$ cat src/rtl/kernel_fetch_scheduler.sv
// Round-robin AXI4 read-burst sequencer feeding three kernel FIFOs from one master read channel.
// Define KFS_BURST_CHECK_EN to add the per-burst beat counter that drives burst_len_err.
module kernel_fetch_scheduler #(
    parameter int C_S_AXI_ID_WIDTH   = 3,
    parameter int C_S_AXI_ADDR_WIDTH = 32,
    parameter int C_S_AXI_DATA_WIDTH = 64,
    parameter int C_S_AXI_BURST_LEN  = 8,
    parameter int C_ARID             = 1
) (
    input  logic                          clk,
    input  logic                          reset,
    input  logic                          start,
    input  logic                          stop,
    input  logic [2:0]                    ch_en,
    input  logic [2:0]                    ch_wrap_en,
    input  logic [95:0]                   ch_start_addr,
    input  logic [95:0]                   ch_end_addr,
    input  logic [23:0]                   ch_fifo_free,
    output logic [C_S_AXI_DATA_WIDTH-1:0] ch_wr_data,
    output logic [2:0]                    ch_wr_en,
    output logic                          busy,
    output logic                          done,
    output logic                          rresp_err,
    output logic                          burst_len_err,
    output logic [C_S_AXI_ID_WIDTH-1:0]   M_axi_arid,
    output logic [C_S_AXI_ADDR_WIDTH-1:0] M_axi_araddr,
    output logic [7:0]                    M_axi_arlen,
    output logic [2:0]                    M_axi_arsize,
    output logic [1:0]                    M_axi_arburst,
    output logic                          M_axi_arvalid,
    input  logic                          M_axi_arready,
    input  logic [C_S_AXI_DATA_WIDTH-1:0] M_axi_rdata,
    input  logic [1:0]                    M_axi_rresp,
    input  logic                          M_axi_rlast,
    input  logic                          M_axi_rvalid,
    output logic                          M_axi_rready
);

    localparam int BPB = C_S_AXI_BURST_LEN * C_S_AXI_DATA_WIDTH / 8;

    typedef enum logic [2:0] {
        IDLE,
        SELECT,
        ADDR,
        DATA,
        DONE
    } state_t;

    state_t      state, state_nxt;
    logic [31:0] start_a [3];
    logic [31:0] end_a   [3];
    logic [7:0]  free_a  [3];
    logic [31:0] ch_ptr  [3];
    logic [2:0]  active;
    logic [1:0]  rr, sel;
    logic        grant, run_over, ptr_fits;
    logic [32:0] nxt_addr;

    function automatic logic [1:0] rr_next(input logic [1:0] c);
        return (c == 2'd2) ? 2'd0 : c + 2'd1;
    endfunction

    always_comb begin
        for (int i = 0; i < 3; i++) begin
            start_a[i] = ch_start_addr[i*32 +: 32];
            end_a[i]   = ch_end_addr[i*32 +: 32];
            free_a[i]  = ch_fifo_free[i*8 +: 8];
        end
    end

    assign run_over = stop || (active == 3'b000);
    assign grant    = active[rr] && (free_a[rr] >= 8'(C_S_AXI_BURST_LEN));
    // 33-bit sum so a pointer near the top of the map retires instead of wrapping to zero
    assign nxt_addr = {1'b0, ch_ptr[sel]} + 33'(BPB);
    assign ptr_fits = nxt_addr <= {1'b0, end_a[sel]};

    assign ch_wr_data    = M_axi_rdata;
    assign M_axi_arid    = C_S_AXI_ID_WIDTH'(C_ARID);
    assign M_axi_araddr  = C_S_AXI_ADDR_WIDTH'(ch_ptr[sel]);
    assign M_axi_arlen   = 8'(C_S_AXI_BURST_LEN - 1);
    assign M_axi_arsize  = 3'($clog2(C_S_AXI_DATA_WIDTH / 8));
    assign M_axi_arburst = 2'b01;

    always_ff @(posedge clk) begin
        if (reset) state <= IDLE;
        else       state <= state_nxt;
    end

    always_comb begin
        state_nxt     = state;
        M_axi_arvalid = 1'b0;
        M_axi_rready  = 1'b0;
        ch_wr_en      = 3'b000;
        done          = 1'b0;
        busy          = (state != IDLE);
        case (state)
            IDLE:   if (start) state_nxt = SELECT;
            SELECT: begin
                if (run_over)   state_nxt = DONE;
                else if (grant) state_nxt = ADDR;
            end
            ADDR: begin
                M_axi_arvalid = 1'b1;
                if (M_axi_arready) state_nxt = DATA;
            end
            DATA: begin
                M_axi_rready = 1'b1;
                if (M_axi_rvalid) begin
                    ch_wr_en = 3'b001 << sel;
                    if (M_axi_rlast) state_nxt = SELECT;
                end
            end
            DONE: begin
                done      = 1'b1;
                state_nxt = IDLE;
            end
            default: state_nxt = IDLE;
        endcase
    end

    always_ff @(posedge clk) begin
        if (reset) begin
            for (int i = 0; i < 3; i++) ch_ptr[i] <= '0;
            active    <= 3'b000;
            rr        <= 2'd0;
            sel       <= 2'd0;
            rresp_err <= 1'b0;
        end else begin
            case (state)
                IDLE: if (start) begin
                    for (int i = 0; i < 3; i++) begin
                        ch_ptr[i] <= start_a[i];
                        active[i] <= ch_en[i] && (start_a[i] <= end_a[i]);
                    end
                    rr        <= 2'd0;
                    rresp_err <= 1'b0;
                end
                SELECT: if (!run_over) begin
                    if (grant) sel <= rr;
                    else       rr  <= rr_next(rr);
                end
                DATA: if (M_axi_rvalid) begin
                    if (M_axi_rresp != 2'b00) rresp_err <= 1'b1;
                    if (M_axi_rlast) begin
                        if (ptr_fits)             ch_ptr[sel] <= nxt_addr[31:0];
                        else if (ch_wrap_en[sel]) ch_ptr[sel] <= start_a[sel];
                        else                      active[sel] <= 1'b0;
                        rr <= rr_next(sel);
                    end
                end
                default: ;
            endcase
        end
    end

`ifdef KFS_BURST_CHECK_EN
    localparam logic [7:0] LAST_BEAT = 8'(C_S_AXI_BURST_LEN - 1);
    logic [7:0] beat_cnt;

    // Flags an early rlast or a missing one; the FSM itself still leaves DATA only on rlast
    always_ff @(posedge clk) begin
        if (reset) begin
            beat_cnt      <= 8'd0;
            burst_len_err <= 1'b0;
        end else if (state == IDLE && start) begin
            burst_len_err <= 1'b0;
        end else if (state == ADDR) begin
            beat_cnt <= 8'd0;
        end else if (state == DATA && M_axi_rvalid) begin
            if (M_axi_rlast ? (beat_cnt != LAST_BEAT) : (beat_cnt >= LAST_BEAT))
                burst_len_err <= 1'b1;
            if (beat_cnt != 8'hFF) beat_cnt <= beat_cnt + 8'd1;
        end
    end
`else
    assign burst_len_err = 1'b0;
`endif

endmodule

$ cat config.mk
export PLATFORM = sky130hd
export DESIGN_NAME = kernel_fetch_scheduler
export DESIGN_NICKNAME = d
export VERILOG_FILES = /design/src/rtl/kernel_fetch_scheduler.sv
export SDC_FILE = /design/constraint.sdc
export NUM_CORES = 1
export LEC_CHECK = 0
export ABC_AREA = 1
export BUFFER_PORTS_ARGS = -buffer_cell sky130_fd_sc_hd__buf_2
export CAP_MARGIN = 25
export CELL_PAD_IN_SITES_DETAIL_PLACEMENT = 2
export CELL_PAD_IN_SITES_GLOBAL_PLACEMENT = 2
export CORE_MARGIN = 3
export CORE_UTILIZATION = 24
export DETAILED_ROUTE_END_ITERATION = 7
export HOLD_SLACK_MARGIN = 0.1
export PLACE_DENSITY_LB_ADDON = 0.1
export SLEW_MARGIN = 10
export SYNTH_ARGS = -nofsm -noshare
export SYNTH_HDL_FRONTEND = slang
export SYNTH_SLANG_ARGS = --single-unit
export TNS_END_PERCENT = 10
$ cat constraint.sdc
create_clock -name clk -period 9.65 [get_ports clk]
set_clock_uncertainty 0.2 [all_clocks]
set_input_delay 1.4475 -clock clk [delete_from_list [all_inputs] [get_ports clk]]
set_output_delay 1.4475 -clock clk [all_outputs]
set_load 0.02 [all_outputs]
=== Yosys cells after proc, flatten, opt, wreduce, memory -nomap -nowiden ===
Memories as Yosys holds them, arrays and structs flattened. A register that Yosys moved wholly into a read port is not among the register bits.
Cells that the tools add are included.

* Shifts and indexed selects: 1
* Bitwise operators: 9
* Add/subtract/negate cells: 3
* Reductions and logical operators: 18
* Muxes and demuxes: 73
* Eq/ne operators: 16
* Magnitude comparators: 10

{| class="wikitable"
|+ Operators by type and width
! operator !! number
|-
| $mux 32 || 9
|-
| $bmux 32 s2 || 2
|-
| $le 32x32->1 || 3
|-
| $mux 3 || 13
|-
| $add 32x7->33 const B || 1
|-
| $le 33x32->1 || 1
|-
| $reduce_or 32->1 || 1
|-
| $mux 1 || 29
|-
| $mux 2 || 10
|-
| $ne 2x2->1 const B || 9
|-
| $bmux 8 s2 || 1
|-
| $mux 8 || 2
|-
| $pmux 3 s4 || 1
|-
| $reduce_and 6->1 || 2
|-
| $ge 8x4->1 const B || 1
|-
| $eq 3x2->1 const B || 2
|-
| $ge 3x3->1 const B || 2
|-
| $logic_not 3->1 || 2
|-
| $lt 2x3->1 const B || 2
|-
| $not 2->3 || 2
|-
| $pmux 2 s3 || 1
|-
| $pmux 3 s2 || 1
|-
| $reduce_bool 3->1 || 2
|-
| $logic_and 1x1->1 || 5
|-
| other kinds (19) || 26
|}

* Memories kept: 1
* Register bits: 11
* Output and inout port bits: 121
* Input bits: 295
* Memory bits (writable): 96
* Word-level logic and storage cells: 136

{| class="wikitable"
|+ Memory list
! memory !! depth !! bits a word !! read ports !! clocked after memory_dff !! wr ports !! line !! text
|-
| ch_ptr || 3 || 32 || 1 || 1 || 3 || 53 || <nowiki>logic [31:0] ch_ptr [3];</nowiki>
|}

=== Longest topological paths before layout ===
* Word-level depth: 14
* Gate-level depth with buffers: 38
* Mapped depth without buffers: 34

=== Worst setup path before layout ===
OpenSTA, ideal clock, no wires.

* Path type: register to register
* Start: register (tool-made name)
* End: memory ch_ptr[0][0], enable pin
* Path buffers: 3
* Library setup time: 466 ps
* Slack: 3303 ps
* Data required time: 8984 ps
* Arrival time: 5681 ps
* Stages on the path, launching flop included: 30
* Path through: dfxtp_1 buf_6 inv_4 buf_6 buf_2 nand2_1 nand3_1 and2_1 ha_1 nand3_2 inv_1 nand2_1 nor2_2 nand3_2 nor2_2 xor2_2 ha_1 a21oi_1 o21ai_0 nor2_1 nand2_1 nand2_1 nand2_1 nand2_1 nand2_1 nand2_1 nand3_2 nand2_1 nand2_1 o21ai_0

{| class="wikitable"
|+ RTL lines
! element !! line
|-
| to (decl) || 53
|}

==> impl_metrics.yaml <==
yosys:
  synth_edf_count: 128
  synth-seq-area-share: 0.3132
  synth_most_common_cell: "nand2_1"
  yosys.area.top_type: "edfxtp_1"
  ys_async_sr_fraction: 0
  synth_area_um2: 13100
  syn-instance-count: 1826
  yosysUniqueCellTypes: 52
  ys_ff_latch: 141
  yosysTopAreaCellShare: 0.2933
  syn_area_per_cell_um2: 7.176
  synthTopCellsByArea: "edfxtp_1 29%, nand2_1 16%, ha_1 12%"
  synthTopCellsByCount: "544 x nand2_1, 189 x inv_1, 189 x nand3_1, 129 x ha_1, 128 x edfxtp_1"
  synth-main-ff-cell: "edfxtp_1"
  yosys_warnings: 0
worst_setup_path:
  worstPathMaxFanout: 60
  startpoint_type: "flop"
  worst_path_most_repeated_cell: "nand2_1"
  r2r-end: "ch_ptr[1][22]"
  cp_slowest_stage_delay_ns: 0.64
  reg2regPathDepth: 27
  end_kind: "flop"
  required_ns: 9.53
  critPathKind: "flop to flop"
  arrival_ns: 6.25
  critPathSlowestCell: "buf_4"
  cp-endpoint: "ch_ptr[1][22]"
  regToRegSetupSlack_ns: 3.28
finish:
  fin_nets: 2407
  syn_to_final_growth_pct: 16.30
  final_layout_size_suffix_gt1_frac: 0.1884
  num_antenna_cells: 0
  stdcell_count: 2692
timing:
  slew_headroom: 0.4101
  finalSetupViolCount: 0
  rsz0062_at_grt: "no"
  min_period_ns: 6.371
  finalHoldViolCount: 0
  finalMaxSlewViolations: 0
  worst_pin_slew_ns: 0.8817
  timing.final.ws_setup_ns: 3.279
  setup_tns_ns: 0
  max_clock_freq_mhz: 157.0
  fin_crit_sh: 0.6602
floorplan:
  dieArea_um2: 57440
  rows: 85
  die_x_um: 239.7
  start_util: 0.2430
  die_h_um: 239.7
  pin_count: 416
  core_um2: 53920
outcome:
  outcome: "finished, final reports clean"
placed_design:
  dp.cells: 2658
  gp_congestion: 0.8033
  port_buffers: 261
  dp_slack_ns: 3.173
  dp_hpwl_um: 46790
route:
  viasPerCell: 4.961
  drc: 0
  drt_iter0_drc: 666
  vias: 13360
  drtAntennaViolNets: 0
  wire_per_inst_um: 23.23
  drt_first_pass_iters: 5
  drt-total-wl_um: 62540
clocking:
  holdBufCountCts: 0
  clk_latency_ns: 0.45
  cts_buffer_depth: 2
  cts_made_buffers: 17
  cts_tree: "done"
  clk_pin_slew_worst_paths_ns: 0.06
  postCtsResizedCells: 0
  root_buffer: "clkbuf_16"
  cts_max_level: 4
  cts_sinks: 141
  cts_setup_buffers: 0
power_and_ir_drop:
  p_leak_nw: 7.566
  p_per_area_nw_per_um2: 198.6
  max-vdd-ir-drop_uv: 109.0
  p_total_mw: 3.027
flow_run:
  maxCapViolCount: 0
global_route:
  first_global_vias: 14660
  antenna_found_initial: 0
  grt_max_degree: 88
  gr-total-overflow: 0
  track_usage: 0.2166
  grt_first_pass_wirelength_um: 92250
worst_hold_path:
  min_path_type: "flop to flop"
  holdPathStages: 2
==> cell families (layout without fill, tap and decap cells) <==
kind of cell    after synthesis  count (layout)  synth area share
flops                       141             141            0.3132
compound gates              258             258            0.1143
xor+xnor                     23              23           0.01595
other cells                   2              17         0.0005731
fa+ha+maj                   129             129            0.1232
simple gates                913             913            0.2971
buf+inv                     360             515            0.1358
==> report_power, final <==
| part | internal, mW | leakage [nW] | switching [mW] | total, mW |
|---|---|---|---|---|
| clock network | 0.453 | 0.306 | 0.283 | 0.736 |
| logic | 0.389 | 5.83 | 1.03 | 1.42 |
| registers | 0.833 | 1.43 | 0.0393 | 0.872 |
| total | 1.68 | 7.57 | 1.35 | 3.03 |
==> layout make-up <==
type                       instances  area [um2]
fill                            6401       38680
multi-input combinational       1340        7348
sequential                       141        4108
timing repair buffer             284        1536
tap                              696       870.8
inverter                         199       749.5
clock buffer                      17       425.4
clock inverter                    15       201.4
==> critical path: cells and delay by family, from the launching register on <==
family / cells / cell delay, ns
AND/OR/NAND/NOR: 18 / 2.42
buffers and inverters: 3 / 1.34
AO/OA/AOI/OAI: 3 / 0.84
adder cells (fa/ha/maj): 2 / 0.55
flip-flops: 1 / 0.36
XOR/XNOR: 1 / 0.20
==> through the flow <==
stage          cell area [um2]    util  hold WS (ns)
3_5_place_dp             14570  0.2701        0.2675
3_3_place_gp             14550  0.2698        0.2624
2_1_floorplan            13160       -        0.2749
6_report                 15240  0.2826        0.2776
5_1_grt                  15240  0.2826        0.3137
4_1_cts                  15190  0.2818        0.2779
==> metal layers <==
metal	vias up	share of wire	wire [um]	GRT usage
li1	6331	-	-	-
met1	6720	0.45	27870	0.2745
met2	256	0.50	31570	0.3895
met3	49	0.035	2216	0.03120
met4	0	0.014	891	0.04600
met5	-	0	0	0
==> worst min path at each step <==
stage,slack [ns],from,to
4_1_cts,0.28,rresp_err,rresp_err
3_5_place_dp,0.27,rresp_err,rresp_err
2_1_floorplan,0.27,rr[1],rr[1]
6_report,0.28,rresp_err,rresp_err
5_1_grt,0.31,rresp_err,rresp_err
3_3_place_gp,0.26,rresp_err,rresp_err
==> cells in the final DEF (no fill, tap or decap), types with 6 or more instances in the layout <==
| cell | n |
|---|---|
| nand2_1 | 544 |
| buf_2 | 261 |
| nand3_1 | 189 |
| inv_1 | 188 |
| ha_1 | 129 |
| edfxtp_1 | 128 |
| a21oi_1 | 108 |
| nor2_1 | 86 |
| o21ai_0 | 47 |
| o22ai_1 | 37 |
| a22oi_1 | 30 |
| nand2_2 | 27 |
| xor2_1 | 21 |
| nor3_1 | 20 |
| buf_4 | 19 |
| nand4_1 | 18 |
| conb_1 | 17 |
| clkbuf_16 | 17 |
| dfxtp_1 | 12 |
| inv_2 | 9 |
| nor2_2 | 8 |
| o211ai_1 | 6 |
| a211oi_1 | 6 |
==> registers in the layout (all words and copies together) (netlist names), named ones only <==
register   flops
ch_ptr       128
rresp_err      1
state          3
rr             2
active         3
sel            2
(Power assumes the default switching activity.)
